$ cat config.mk
export PLATFORM = sky130hd
export DESIGN_NAME = bus_arbiter_nm
export DESIGN_NICKNAME = d
export VERILOG_FILES = /design/src/rtl/bus_arbiter_nm.sv
export SDC_FILE = /design/constraint.sdc
export NUM_CORES = 1
export LEC_CHECK = 0
export ABC_AREA = 1
export CORE_AREA = 2 2 124 126
export DETAILED_ROUTE_END_ITERATION = 8
export DIE_AREA = 0 0 126 128
export HOLD_SLACK_MARGIN = 0.02
export SLEW_MARGIN = 20
export SYNTH_ARGS = -nofsm -noshare
export SYNTH_HDL_FRONTEND = slang
export SYNTH_SLANG_ARGS = --single-unit
$ cat constraint.sdc
create_clock -name clk_i -period 3 [get_ports clk_i]
set_clock_uncertainty 0.05 [all_clocks]
set_input_delay 0.6 -clock clk_i [delete_from_list [all_inputs] [get_ports clk_i]]
set_output_delay 0.6 -clock clk_i [all_outputs]
set_load 0.05 [all_outputs]
$ cat src/rtl/bus_arbiter_nm.sv
// N-master to one-slave bus arbiter with fixed-priority or round-robin grant
// and an in-order queue that routes read responses back to the issuing master.
module bus_arbiter_nm #(
  parameter int NUM_MASTERS = 2,
  parameter int ADDR_W      = 32,
  parameter int DATA_W      = 32,
  parameter int RESP_DEPTH  = 4,
  parameter int ARB_MODE    = 0
)(
  input  logic                              clk_i,
  input  logic                              arst_n_i,
  input  logic [NUM_MASTERS-1:0]            m_req_i,
  input  logic [NUM_MASTERS-1:0]            m_we_i,
  input  logic [NUM_MASTERS*ADDR_W-1:0]     m_addr_bi,
  input  logic [NUM_MASTERS*(DATA_W/8)-1:0] m_be_bi,
  input  logic [NUM_MASTERS*DATA_W-1:0]     m_wdata_bi,
  output logic [NUM_MASTERS-1:0]            m_ack_o,
  output logic [NUM_MASTERS-1:0]            m_resp_o,
  output logic [NUM_MASTERS*DATA_W-1:0]     m_rdata_bo,
  output logic                              s_req_o,
  output logic                              s_we_o,
  output logic [ADDR_W-1:0]                 s_addr_bo,
  output logic [DATA_W/8-1:0]               s_be_bo,
  output logic [DATA_W-1:0]                 s_wdata_bo,
  input  logic                              s_ack_i,
  input  logic                              s_resp_i,
  input  logic [DATA_W-1:0]                 s_rdata_bi,
  output logic                              busy_o,
  output logic                              err_o
);
  localparam int BE_W  = DATA_W / 8;
  localparam int IDX_W = (NUM_MASTERS > 1) ? $clog2(NUM_MASTERS) : 1;
  localparam int PTR_W = (RESP_DEPTH > 1) ? $clog2(RESP_DEPTH) : 1;
  localparam int CNT_W = $clog2(RESP_DEPTH + 1);

  logic [NUM_MASTERS-1:0][ADDR_W-1:0] addr_a;
  logic [NUM_MASTERS-1:0][BE_W-1:0]   be_a;
  logic [NUM_MASTERS-1:0][DATA_W-1:0] wdata_a;
  logic [NUM_MASTERS-1:0][DATA_W-1:0] rdata_a;

  assign addr_a     = m_addr_bi;
  assign be_a       = m_be_bi;
  assign wdata_a    = m_wdata_bi;
  assign m_rdata_bo = rdata_a;

  logic [IDX_W-1:0]       q_mem [RESP_DEPTH];
  logic [PTR_W-1:0]       wr_ptr, rd_ptr;
  logic [CNT_W-1:0]       count;
  logic [IDX_W-1:0]       rr_ptr, gnt_idx, head;
  logic                   gnt_vld, full, empty, accept, push, pop;
  logic [NUM_MASTERS-1:0] elig;

  assign full  = (count == CNT_W'(RESP_DEPTH));
  assign empty = (count == '0);
  // Writes bypass the queue, so only reads are held off when it is full.
  assign elig  = m_req_i & (m_we_i | {NUM_MASTERS{!full}});

  always_comb begin
    int k;
    k       = 0;
    gnt_vld = 1'b0;
    gnt_idx = '0;
    if (ARB_MODE == 0) begin
      for (int j = NUM_MASTERS - 1; j >= 0; j--)
        if (elig[j]) begin
          gnt_vld = 1'b1;
          gnt_idx = IDX_W'(j);
        end
    end else begin
      for (int i = 0; i < NUM_MASTERS; i++) begin
        k = (int'(rr_ptr) + i) % NUM_MASTERS;
        if (!gnt_vld && elig[k]) begin
          gnt_vld = 1'b1;
          gnt_idx = IDX_W'(k);
        end
      end
    end
  end

  assign s_req_o    = gnt_vld & arst_n_i;
  assign s_we_o     = s_req_o & m_we_i[gnt_idx];
  assign s_addr_bo  = s_req_o ? addr_a[gnt_idx]  : '0;
  assign s_be_bo    = s_req_o ? be_a[gnt_idx]    : '0;
  assign s_wdata_bo = s_req_o ? wdata_a[gnt_idx] : '0;

  assign accept = s_req_o & s_ack_i;
  assign push   = accept & ~s_we_o;
  assign head   = q_mem[rd_ptr];
  assign pop    = arst_n_i & s_resp_i & ~empty;
  assign busy_o = ~empty;

  for (genvar g = 0; g < NUM_MASTERS; g++) begin : g_m
    assign m_ack_o[g]  = accept & (gnt_idx == IDX_W'(g));
    assign m_resp_o[g] = pop & (head == IDX_W'(g));
    assign rdata_a[g]  = m_resp_o[g] ? s_rdata_bi : '0;
  end

  function automatic logic [PTR_W-1:0] ptr_inc(input logic [PTR_W-1:0] p);
    return (p == PTR_W'(RESP_DEPTH - 1)) ? '0 : p + 1'b1;
  endfunction

  always_ff @(posedge clk_i or negedge arst_n_i) begin
    if (!arst_n_i) begin
      wr_ptr <= '0;
      rd_ptr <= '0;
      count  <= '0;
      rr_ptr <= '0;
      err_o  <= 1'b0;
    end else begin
      if (push) wr_ptr <= ptr_inc(wr_ptr);
      if (pop)  rd_ptr <= ptr_inc(rd_ptr);
      if (push && !pop)      count <= count + 1'b1;
      else if (!push && pop) count <= count - 1'b1;
      if (s_resp_i && empty) err_o <= 1'b1;
      if (ARB_MODE != 0 && accept)
        rr_ptr <= (gnt_idx == IDX_W'(NUM_MASTERS - 1)) ? '0 : gnt_idx + 1'b1;
    end
  end

  always_ff @(posedge clk_i)
    if (push) q_mem[wr_ptr] <= gnt_idx;

endmodule

======== Word level (Yosys, flattened, before mapping) ========
Memory sizes are Yosys's and may differ from the RTL's.
Index checks and enable logic that the tools add are counted.
word-level totals
  flip-flop bits (word level) ............. 8
  memory bits (writable) .................. 4
  bits of input ports ..................... 176
  output and inout bits ................... 140
  logic and storage cells ................. 59
  memories kept ........................... 1
operators by class
  add/sub/neg operators ................... 4
  magnitude comparators ................... 1
  eq/ne operators ......................... 3
  mux-type cells .......................... 22
  bitwise operators ....................... 16
  reductions and logical operators ........ 8
memory list
  memory  depth  bits a word  rd ports  clocked after memory_dff  wr ports  line  RTL
  q_mem   4      1            1         0                         1         46    logic [IDX_W-1:0] q_mem [RESP_DEPTH];
operators by type and width
  kind                                                                   count
  32-bit two-way mux                                                     8
  4-bit two-way mux                                                      3
  1-bit bitwise AND                                                      10
  1-bit two-way mux                                                      7
  3-bit two-way mux                                                      2
  2-bit by 1-bit adder with 2-bit output (second input constant)         2
  2-bit == test (second input constant)                                  2
  2-bit two-way mux                                                      2
  1-bit NOT                                                              4
  3-bit by 1-bit adder with 3-bit output (second input constant)         1
  3-bit == test (second input constant)                                  1
  1-bit logical AND                                                      3
  1-bit zero test                                                        3
  3-bit zero test                                                        1
  3-bit by 1-bit subtractor with 3-bit output (second input constant)    1
  2-bit bitwise AND                                                      1
  1-bit by 2-bit < comparator with 1-bit output (second input constant)  1
  2-bit bitwise OR                                                       1
  2-bit nonzero test                                                     1

======== Depth between registers and ports, before layout ========
Gate-level depths: netlist of the first run.
  depth in word-level cells ............... 15
  mapped depth ............................ 14
  depth with buffers taken out ............ 14

======== Worst setup path before layout of the first run ========
OpenSTA, ideal clock, no wires.
  kind .................................... register to output
  start point ............................. register count[0]
  end point ............................... output port m_rdata_bo[32]
  arrival time ............................ 2.730 ns
  setup slack ............................. -0.380 ns
  cell stages (with the launch flop) ...... 8
  cells stage by stage .................... dfrtp_1 > nor2_2 > nand2_1 > nand3_2 > nor2_1 > inv_2 > buf_2 > nor2_1
between the ends
  word-level cells in the longest chain between the ends .. 5
ends and longest elaborated chain
  what                    line  RTL
  start, declared         48    logic [CNT_W-1:0] count;
  start signal, assigned  112   if (push && !pop) count <= count + 1'b1;
  start signal, assigned  113   else if (!push && pop) count <= count - 1'b1;
  3-bit zero test         54    assign empty = (count == '0);
  1-bit NOT               n/a
  via busy_o              28    output logic busy_o,
  1-bit bitwise AND       89    assign pop = arst_n_i & s_resp_i & ~empty;
  1-bit bitwise AND       94    assign m_resp_o[g] = pop & (head == IDX_W'(g));
  via m_resp_o[1]         18    output logic [NUM_MASTERS-1:0] m_resp_o,
  32-bit two-way mux      95    assign rdata_a[g] = m_resp_o[g] ? s_rdata_bi : '0;
  end, declared           19    output logic [NUM_MASTERS*DATA_W-1:0] m_rdata_bo,
The timed path passes the listed nets, and every way through them passes these cells.

======== Worst setup path after layout of the first run ========
  start point ............................. input port m_we_i[0]
  end point ............................... output port s_wdata_bo[3]
between the ends
  word-level cells in the longest chain between the ends .. 6
  elaborated cells between the ends (all ways) .. 8
  classes of those cells .................. mux (5); bitwise (3)
ends and longest elaborated chain
  what                                                    line  RTL
  start, declared                                         13    input logic [NUM_MASTERS-1:0] m_we_i,
  2-bit bitwise OR *                                      56    assign elig = m_req_i & (m_we_i | {NUM_MASTERS{!full}});
  2-bit bitwise AND *                                     56
  1-bit two-way mux                                       65    if (elig[j]) begin
  32-bit two-way mux (not written as such) (2 in series)  84    assign s_wdata_bo = s_req_o ? wdata_a[gnt_idx] : '0;
  32-bit two-way mux *                                    84
  end, declared                                           24    output logic [DATA_W-1:0] s_wdata_bo,
Mark *: on every way between the ends. The rest lies on a longest branch, timed or not. The select of a mux whose other input is x is not followed.

==> run metrics, run 1 <==
Mean Syn Cell Area=5.26 sq um; CTS Sinks=12; cts hold-fix bufs=0; Critical Path RT=2.35 ns; Initial Util=14.6%; drt wl/cell=13.5 microns; vias in the first global route=3911; Hold Crit Depth=1; Syn. warnings=0; WL final=13300 microns; synth unique cells=27; area leader, netlist=nor2_1; commonest non-fill, non-tap cell in the layout=nor2_1; WS Path Type=input port to output port; fmax=0.343 GHz; TritonCTS clock tree=built; Max-cap violations=0; initial antenna violation count=2; Fin. Hold Viols=0; crit start category=input port; first-pass GRT wire length=20200 microns; flops & latches, synth=12; TritonRoute pass-1 iters=4; pre-CTS setup slack=-0.200 ns; Vias/cell=4.09; Tightest Pin Transition=0.601 ns; Final min period=2.91 ns; share of the yosys chip area belonging to registers=14.7%; # port buffers=315; cts bufs inserted=3; gr ovfl total=0; cell count after synthesis=414; post-route cell area=7460 sq um; via count=4010; CTS HTree Levels=1; Detail Placement HPWL=11700 microns; IO Count=316; Layout Utilization=50.2%; Synth top area share=35.7%; flop2flop setup slack=0.57 ns; FP Rows=45; Setup crit end kind=output port; clk_lat worst skew=0.24 ns; LEAKAGE=3.40 nW; largest net degree at the start of global routing=62; Fillers=1421; peak supply drop=0.000207 V; Reg2Reg Depth=13; Max FO, Critical Path=59; outcome=complete, no violations; Chip Height=128 microns; Overall Power=3.69 mW; final setup violation count=0; clk buf depth=2; clock root cell=clkbuf_16; post-synthesis cell area=2180 sq um; Layout Nets=974; most frequent cells in the layout=nor2_1, clkdlybuf4s50_1, buf_12, buf_4, nor3_1; RePlAce Congestion=0.800; Layout Area Growth over Synthesis=243%; Reg2Reg Launch Point=count[0]; share of cells above drive strength 1=33.0%; Placed Area=7300 sq um; Core Box Area=14900 sq um; Die X=126 microns; gr usage total=15.5%; top post-synthesis cells by area=nor2_1, nor3_1, dfrtp_1, inv_1, edfxtp_1; Initial DRC Count=103; Post-CTS Setup Bufs=0; DRC viols=0; Pwr per Cell Area=495 nW/um^2; Hold Path Class=register to register; Hold EP=err_o; setup ws final=0.0869 ns; Routed Antenna Nets=0; clk slew on worst S/H paths=0.04 ns; syn nets=597; Slew Limit Fails=0; Die Footprint=16100 sq um; crit path DAT=2.26 ns; Hold Crit Start=err_o; Slew HR=59.8%; RR Endpoint=count[2]; Final Cycle Share=97.1%
critical path: stages:
cell and delay, ns:
clkdlybuf4s50_1 0.42, nand3b_2 0.23, nand2_4 0.11, nand2_1 0.07, nand2_2 0.11, buf_12 0.27
nor3_1 0.10, buf_4 0.15, buf_12 0.14
how the worst max path moves through the flow:
stage                     slack (ns)  cells past startpoint      start        endpoint
after floorplan                -0.13                      7   count[0]  m_rdata_bo[32]
after global placement         -0.21                      8  m_we_i[0]    s_addr_bo[4]
after detailed placement       -0.20                      8  m_we_i[0]    s_addr_bo[4]
after CTS                       0.02                     12  m_we_i[1]    s_addr_bo[3]
after global routing           -0.01                     10  m_we_i[0]   s_wdata_bo[8]
final                           0.09                      9  m_we_i[0]   s_wdata_bo[3]
flip-flops by register name (all words and copies together), names as in the netlist:
| name | cells |
|---|---|
| count | 3 |
| rd_ptr | 2 |
| err_o | 1 |
| wr_ptr | 2 |
| q_mem | 4 |
cell type report:
class                      count  area [sq um]  share of cell area, %
clock inverter                 1          3.75                 0.0503
antenna                        2          5.00                 0.0670
multi-input combinational    323          1560                   20.9
tap                          188           235                   3.15
sequential                    12           320                   4.29
clock buffer                   3          75.1                   1.01
inverter                      52           195                   2.61
timing repair buffer         399          5070                   68.0
routing by layer:
metal,share of wire [%],GRT usage (%),wire [microns],vias up
li1,-,-,-,2019
met1,35,15.7,4660,1751
met2,53,31.2,7090,219
met3,8.7,3.76,1150,21
met4,2.7,4.78,362,0
met5,0,0,0,-
cells in the mapped netlist (all sizes together):
library cell  count
a32o              1
a21oi             2
edfxtp            4
buf              27
nor3             69
nand3             5
nand3b            1
fa                1
nor2            209
nand4             1
o21ai             2
ha                6
a31o              1
dfrtp             8
xnor2             1
nand2            22
inv              52
xor2              1
mux2              1
kinds of logic after synthesis:
kind of cell             count (synthesis)  share of synthesized area, %
AND/OR/NAND/NOR                        307                          61.3
buffers and inverters                   79                          16.5
flip-flops                              12                          14.7
adder cells (fa/ha/maj)                  7                          4.37
AO/OA/AOI/OAI                            6                          1.78
XOR/XNOR                                 2                         0.805
multiplexers                             1                         0.518
report_power, final:
group | switching (mW) | internal [mW]
sequential | 0.0658 | 0.230
clock | 0.0645 | 0.175
combinational | 1.68 | 1.48
total | 1.81 | 1.89
stage by stage:
stage / hold slack [ns] / cells / setup TNS (ns)
6_report: 0.426 / 980 / 0
5_1_grt: 0.447 / 980 / -0.0221
4_1_cts: 0.433 / 978 / 0
3_5_place_dp: 0.424 / 974 / -0.200
3_3_place_gp: 0.410 / 974 / -0.208
2_1_floorplan: 0.254 / 414 / -3.98
timing repair:
item / CTS / global route
endpoints found under the setup margin: 3 / 38
resized for setup: 3 / 16
pin swaps: 1 / 0
endpoints found under the hold margin: 0 / 0
cloned: 0 / 0
(Power assumes the default switching activity.)
==> run 2, diff against run 1 <==
--- a/config.mk
+++ b/config.mk
@@ -10,6 +10,7 @@
 export DETAILED_ROUTE_END_ITERATION = 8
 export DIE_AREA = 0 0 126 128
 export HOLD_SLACK_MARGIN = 0.02
+export REMOVE_ABC_BUFFERS = 1
 export SLEW_MARGIN = 20
 export SYNTH_ARGS = -nofsm -noshare
 export SYNTH_HDL_FRONTEND = slang
==> run 2 against run 1 <==
Compared with the run above:
- combinational power about the same
- final cell count decreased by 1.6%
- clock power is 2% higher
- first-iteration DRC count down 30%
- critical endpoint is now s_addr_bo[16]
- highest routed layer unchanged
- worst setup slack hardly changed
- utilization shrank 0.44 points
- critical path type unchanged
==> run metrics, run 2 (synthesis gave the netlist of run 1 again) <==
largest net degree at the start of global routing=61 (-1.6%); LEAKAGE=3.34 nW (-1.7%); Layout Nets=960 (-1.4%); Reg2Reg Depth=12 (-1); cts hold-fix bufs=0 (unchanged); Hold Crit Start=err_o; drt wl/cell=14.0 microns (+3.3%); IO Count=316 (unchanged); Overall Power=3.69 mW (-0.22%); RSZ-0062 raised after global routing=true; gr ovfl total=0 (unchanged); Core Box Area=14900 sq um (unchanged); TritonRoute pass-1 iters=4 (unchanged); Hold Crit Depth=1 (unchanged); Die X=126 microns (unchanged); RePlAce Congestion=0.824 (+3.1%); gr usage total=15.4% (-0.18 points); initial antenna violation count=0 (-2); Chip Height=128 microns (unchanged); Detail Placement HPWL=11400 microns (-3.1%); WS Path Type=input port to output port; final setup violation count=0 (unchanged); clk buf depth=2 (unchanged); Reg with most FFs=q_mem; first-pass GRT wire length=19800 microns (-1.8%); vias in the first global route=3720 (-4.9%); clk slew on worst S/H paths=0.04 ns (about the same); Slew HR=62.7% (+2.9 points); TritonCTS clock tree=built; Hold EP=err_o; Layout Area Growth over Synthesis=240%; peak supply drop=0.000182 V (-12%); clock root cell=clkbuf_16; Initial Util=14.6% (unchanged); Tightest Pin Transition=0.558 ns (-0.0430 ns); crit path DAT=2.26 ns (about the same); clk_lat worst skew=0.24 ns (about the same); Fin. Hold Viols=0 (unchanged); Largest regs=q_mem: 4 flops, count: 3 flops; flop2flop setup slack=0.55 ns (-0.02 ns); antenna fix cells=0 (-2); Routed Antenna Nets=0 (unchanged); most frequent cells in the layout=nor2_1, clkdlybuf4s50_1, buf_12, buf_4; CTS HTree Levels=1 (unchanged); Reg2Reg Launch Point=count[0]; FP Rows=45 (unchanged); Max-cap violations=0 (unchanged); Max FO, Critical Path=18 (-69%); worst hold-check slack=0.424 ns (-0.00205 ns); Pwr per Cell Area=498 nW/um^2 (+0.66%); Final min period=2.91 ns (+0.0000861 ns); Vias/cell=4.03 (-1.5%); CTS Sinks=12 (unchanged); crit start category=input port; outcome=complete, no violations; Initial DRC Count=72 (-30%); Hold Path Class=register to register; DRC viols=0 (unchanged); WL final=13500 microns (+1.7%); # port buffers=315 (unchanged); cts bufs inserted=3 (unchanged); Slew Limit Fails=0 (unchanged); Die Footprint=16100 sq um (unchanged); RR Endpoint=count[1]; via count=3887 (-3.1%); max FFs per register=4 (unchanged); commonest non-fill, non-tap cell in the layout=nor2_1; Critical Path RT=2.35 ns (about the same); share of cells above drive strength 1=31.4% (-1.6 points); Setup crit end kind=output port; fmax=0.343 GHz (about the same); Final Cycle Share=97.1% (about the same); setup TNS=0 ns (unchanged)
-- run 2: cell types whose count changed in the layout (fill, tap and decap cells not counted), moves of 2 or more --
cell	delta
clkdlybuf4s50_1	+2
nor2_2	-3
nand2_2	-2
nor3_2	+2
nor2_1	+3
diode_2	-2
buf_6	-2
buf_12	+5
buf_4	-17
-- run 2: per-stage QoR --
| step | area (sq um) | instances | util [%] | setup WS (ns) |
|---|---|---|---|---|
| 2_1_floorplan | 2010 | 387 | - | -0.814 |
| 4_1_cts | 7310 | 962 | 49.2 | 0.0497 |
| 5_1_grt | 7400 | 964 | 49.8 | -0.0222 |
| 6_report | 7400 | 964 | 49.8 | 0.0868 |
| 3_3_place_gp | 7230 | 958 | 48.6 | 0.0452 |
| 3_5_place_dp | 7230 | 958 | 48.6 | 0.0501 |
-- run 2: worst max-delay path by stage --
stage	from	to	slack [ns]	cells past startpoint
floorplan	m_we_i[0]	count[1]	-0.81	11
global placement	m_we_i[1]	s_be_bo[0]	0.05	12
detailed placement	m_we_i[0]	s_be_bo[0]	0.05	10
finish	m_we_i[0]	s_addr_bo[16]	0.09	10
CTS	m_we_i[0]	s_be_bo[0]	0.05	10
global route	m_we_i[0]	s_wdata_bo[19]	-0.02	9
-- run 2: per-layer routing --
metal / share of wire (%) / up-vias / track usage (%) / routed length (microns)
met1: 39 / 1673 / 17.9 / 5320
met3: 8.7 / 15 / 3.71 / 1180
li1: - / 1986 / - / -
met4: 1.6 / 0 / 3.04 / 211
met2: 50 / 213 / 28.6 / 6770
met5: 0 / - / 0 / 0
-- run 2: worst max-delay path, cell delays in order --
cell and delay (ns):
clkdlybuf4s50_1 0.41, nand3b_2 0.23, nand2_4 0.12, nand2_2 0.09, buf_12 0.16, buf_12 0.15, nor2_1 0.14, nor3_1 0.06
buf_4 0.14, buf_12 0.14
-- run 2: power by group --
part	internal, mW	switching [mW]
sequential	0.230	0.0621
combinational	1.47	1.68
clock	0.175	0.0681
-- run 2: layout make-up --
class	instances	area, sq um
clock buffer	3	75.1
fill	1379	7460
clock inverter	1	3.75
inverter	52	195
timing repair buffer	385	5020
tap	188	235
sequential	12	320
multi-input combinational	323	1550
-- run 2: what timing repair did --
action,CTS,global route
gates resized for setup,0,11
buffers inserted,0,0
setup endpoints to repair,0,44
==> run 3, diff against run 2 <==
--- a/config.mk
+++ b/config.mk
@@ -6,9 +6,9 @@
 export NUM_CORES = 1
 export LEC_CHECK = 0
 export ABC_AREA = 1
-export CORE_AREA = 2 2 124 126
+export CORE_AREA = 2 2 122 124
 export DETAILED_ROUTE_END_ITERATION = 8
-export DIE_AREA = 0 0 126 128
+export DIE_AREA = 0 0 124 126
 export HOLD_SLACK_MARGIN = 0.02
 export REMOVE_ABC_BUFFERS = 1
 export SLEW_MARGIN = 20
==> constraint.sdc (replaced) <==
create_clock -name clk_i -period 2.4 [get_ports clk_i]
set_clock_uncertainty 0.05 [all_clocks]
set_input_delay 0.48 -clock clk_i [delete_from_list [all_inputs] [get_ports clk_i]]
set_output_delay 0.48 -clock clk_i [all_outputs]
set_load 0.05 [all_outputs]
==> run 3 against run 2 <==
Compared with the run above:
- non-clock buffer count is 47 higher
- sequential share of layout area down 0.80 points
- the run now ends with negative setup slack left
- final area up 23%
- utilization is 14 points higher
- register-to-register slack got worse by 0.58 ns
- global-route usage up 4.1 points
- critical path type is now register to output port
- critical endpoint is now s_wdata_bo[19]
- clock power is 37% higher
- first-iteration DRC count down 4.2%
- via count increased by 12%
- sequential power up 28%
- power up 54%
==> run metrics, run 3 (synthesis gave the netlist of run 1 again) <==
Hold Path Class=input port to asynchronous set/reset pin; Reg2Reg Depth=15 (+3); gr ovfl total=0 (unchanged); final setup violation count=65 (+65); Max-cap violations=0 (unchanged); gr usage total=19.4% (+4.1 points); Reg power frac=6.6% (-1.3 points); Largest regs=q_mem: 4 flops, count: 3 flops; clock root cell=clkbuf_16; failing checks=negative setup slack; part of the power in combinational logic=87.6% (+2.1 points); crit path DAT=1.98 ns (-0.28 ns); Vias/cell=4.32 (+7.2%); first-pass GRT wire length=23400 microns (+18%); Routed Antenna Nets=0 (unchanged); Setup crit end kind=output port; Fin. Hold Viols=0 (unchanged); cts hold-fix bufs=0 (unchanged); clk_lat worst skew=0.24 ns (about the same); # port buffers=315 (unchanged); crit start category=register; initial antenna violation count=1 (+1); share of cells above drive strength 1=53.9% (+23 points); Core Box Area=14300 sq um (-3.7%); largest net degree at the start of global routing=36 (-41%); outcome=finished, violations left; Die Footprint=15600 sq um (-3.1%); Layout Nets=1007 (+4.9%); Tightest Pin Transition=0.537 ns (-0.0211 ns); pre-CTS setup slack=-0.380 ns (-0.430 ns); Initial Util=15.2% (+0.56 points); LEAKAGE=3.84 nW (+15%); Overall Power=5.69 mW (+54%); CP max-delay cell=dfrtp_1; CTS HTree Levels=1 (unchanged); fmax=0.398 GHz; crit path cell chain=nor2_4, nand3_2, nand2_4, inv_4, nand2_8, buf_12, buf_16, nor2_1, nor3_2, buf_4, buf_12; Top cell by count, worst path=buf_12; Final Cycle Share=105%; Reg with most FFs=q_mem; flop2flop setup slack=-0.03 ns (-0.58 ns); crit-path leading delay family=simple AND/OR/NAND/NOR gates; vias in the first global route=4374 (+18%); Slew HR=64.1% (+1.5 points); Placed Area=7330 sq um (+1.5%); RR Endpoint=count[2]; Pwr per Cell Area=626 nW/um^2 (+26%); Layout Area Growth over Synthesis=318%; via count=4352 (+12%); TritonRoute pass-1 iters=4 (unchanged); setup ws final=-0.113 ns (-0.200 ns); TritonCTS clock tree=built; P_int=2.91 mW (+56%); commonest non-fill, non-tap cell in the layout=clkdlybuf4s50_1; worst hold-check slack=0.230 ns (-0.194 ns); RePlAce Congestion=0.818 (-0.69%); Detail Placement HPWL=11800 microns (+3.9%); CTS Sinks=12 (unchanged); clk slew on worst S/H paths=0.04 ns (about the same); DRC viols=0 (unchanged); switching part of the total power=48.8% (-0.42 points); drt wl/cell=17.2 microns (+23%); setup TNS=-3.20 ns (-3.20 ns); Initial DRC Count=69 (-4.2%); Chip Height=126 microns (-1.6%); antenna fix cells=0 (unchanged); Critical Path RT=1.87 ns (-0.48 ns); clk buf depth=2 (unchanged); Slew Limit Fails=0 (unchanged); post-route cell area=9090 sq um (+23%); Clk pwr share=5.9% (-0.7 points); Die X=124 microns (-1.6%); RSZ-0062 raised after global routing=true; Final min period=2.51 ns; Max FO, Critical Path=12 (-6); FP Rows=44 (-2.2%); cts bufs inserted=3 (unchanged); WS Path Type=register to output port; WL final=17400 microns (+29%); max FFs per register=4 (unchanged); crit-path max cell delay=0.41 ns (about the same); most frequent cells in the layout=clkdlybuf4s50_1, buf_12, nor2_1, buf_4, nor2_4; CP bufs+invs=5 (unchanged); Reg2Reg Launch Point=count[0]; peak supply drop=0.000292 V (+61%); Sw Pwr=2.77 mW (+53%); IO Count=316 (unchanged)
-- run 3: changes by cell type in the layout (fill, tap and decap cells not counted), moves of 6 or more --
cell,change
nor2_1,-106
nor2_4,+61
inv_1,-6
clkdlybuf4s50_1,-6
buf_6,+19
nor3_1,-28
buf_16,+9
nor3_4,+16
nor2_2,+45
nor3_2,+12
buf_4,+7
clkbuf_16,+6
-- run 3: worst register-to-register path, cell delays in order, from the launching register on --
cell and delay, ns:
dfrtp_1 0.41, nor2_4 0.19, nand3b_4 0.10, nand2_4 0.09
buf_6 0.12, nand2_8 0.06, buf_4 0.14, nand2_4 0.07
nand4_4 0.08, inv_2 0.07, ha_2 0.17, inv_2 0.05
fa_2 0.38, a21oi_2 0.15, o21ai_2 0.07, xor2_1 0.14
-- run 3: repair_timing --
item / in CTS / in global routing
gates cloned: 8 / 9
buffers inserted: 12 / 7
pin swaps: 25 / 31
endpoints found under the hold margin: 0 / 0
resized for setup: 201 / 108
endpoints found under the setup margin: 137 / 137
-- run 3: worst max-delay path by stage --
| stage | endpoint | start | cells after the start |
|---|---|---|---|
| final | s_wdata_bo[19] | count[0] | 11 |
| after global routing | s_wdata_bo[19] | count[0] | 11 |
| after CTS | s_addr_bo[12] | count[1] | 11 |
| after detailed placement | s_be_bo[1] | m_we_i[0] | 10 |
| after global placement | s_addr_bo[28] | m_we_i[0] | 9 |
| after floorplan | count[1] | count[0] | 12 |
-- run 3: layout make-up --
| cell class | count | area (sq um) |
|---|---|---|
| clock buffers | 4 | 88.8 |
| fillers | 1084 | 5230 |
| inverters | 52 | 203 |
| multi-input cells | 323 | 2470 |
| flip-flops and latches | 12 | 320 |
| well taps | 184 | 230 |
| repair buffers | 432 | 5770 |
-- run 3: power by group through the flow --
stage / Combinational, mW / Sequential, mW / Clock [mW]
2_1_floorplan: 1.75 / 0.381 / 0
3_3_place_gp: 3.97 / 0.364 / 0
3_5_place_dp: 4.01 / 0.366 / 0
4_1_cts: 4.57 / 0.372 / 0.338
5_1_grt: 5.20 / 0.383 / 0.346
6_report: 4.98 / 0.373 / 0.334
-- run 3: layer usage --
metal	GRT usage (%)	share of wire (%)
met2	38.5	55
met5	0	0.075
met4	6.68	3.4
met3	5.53	9.3
met1	18.6	33
-- run 3: stage by stage --
stage,instances,utilization (%)
floorplan,387,-
global placement,972,51.2
detailed placement,972,51.2
CTS,994,59.1
global route,1007,63.5
finish,1007,63.5
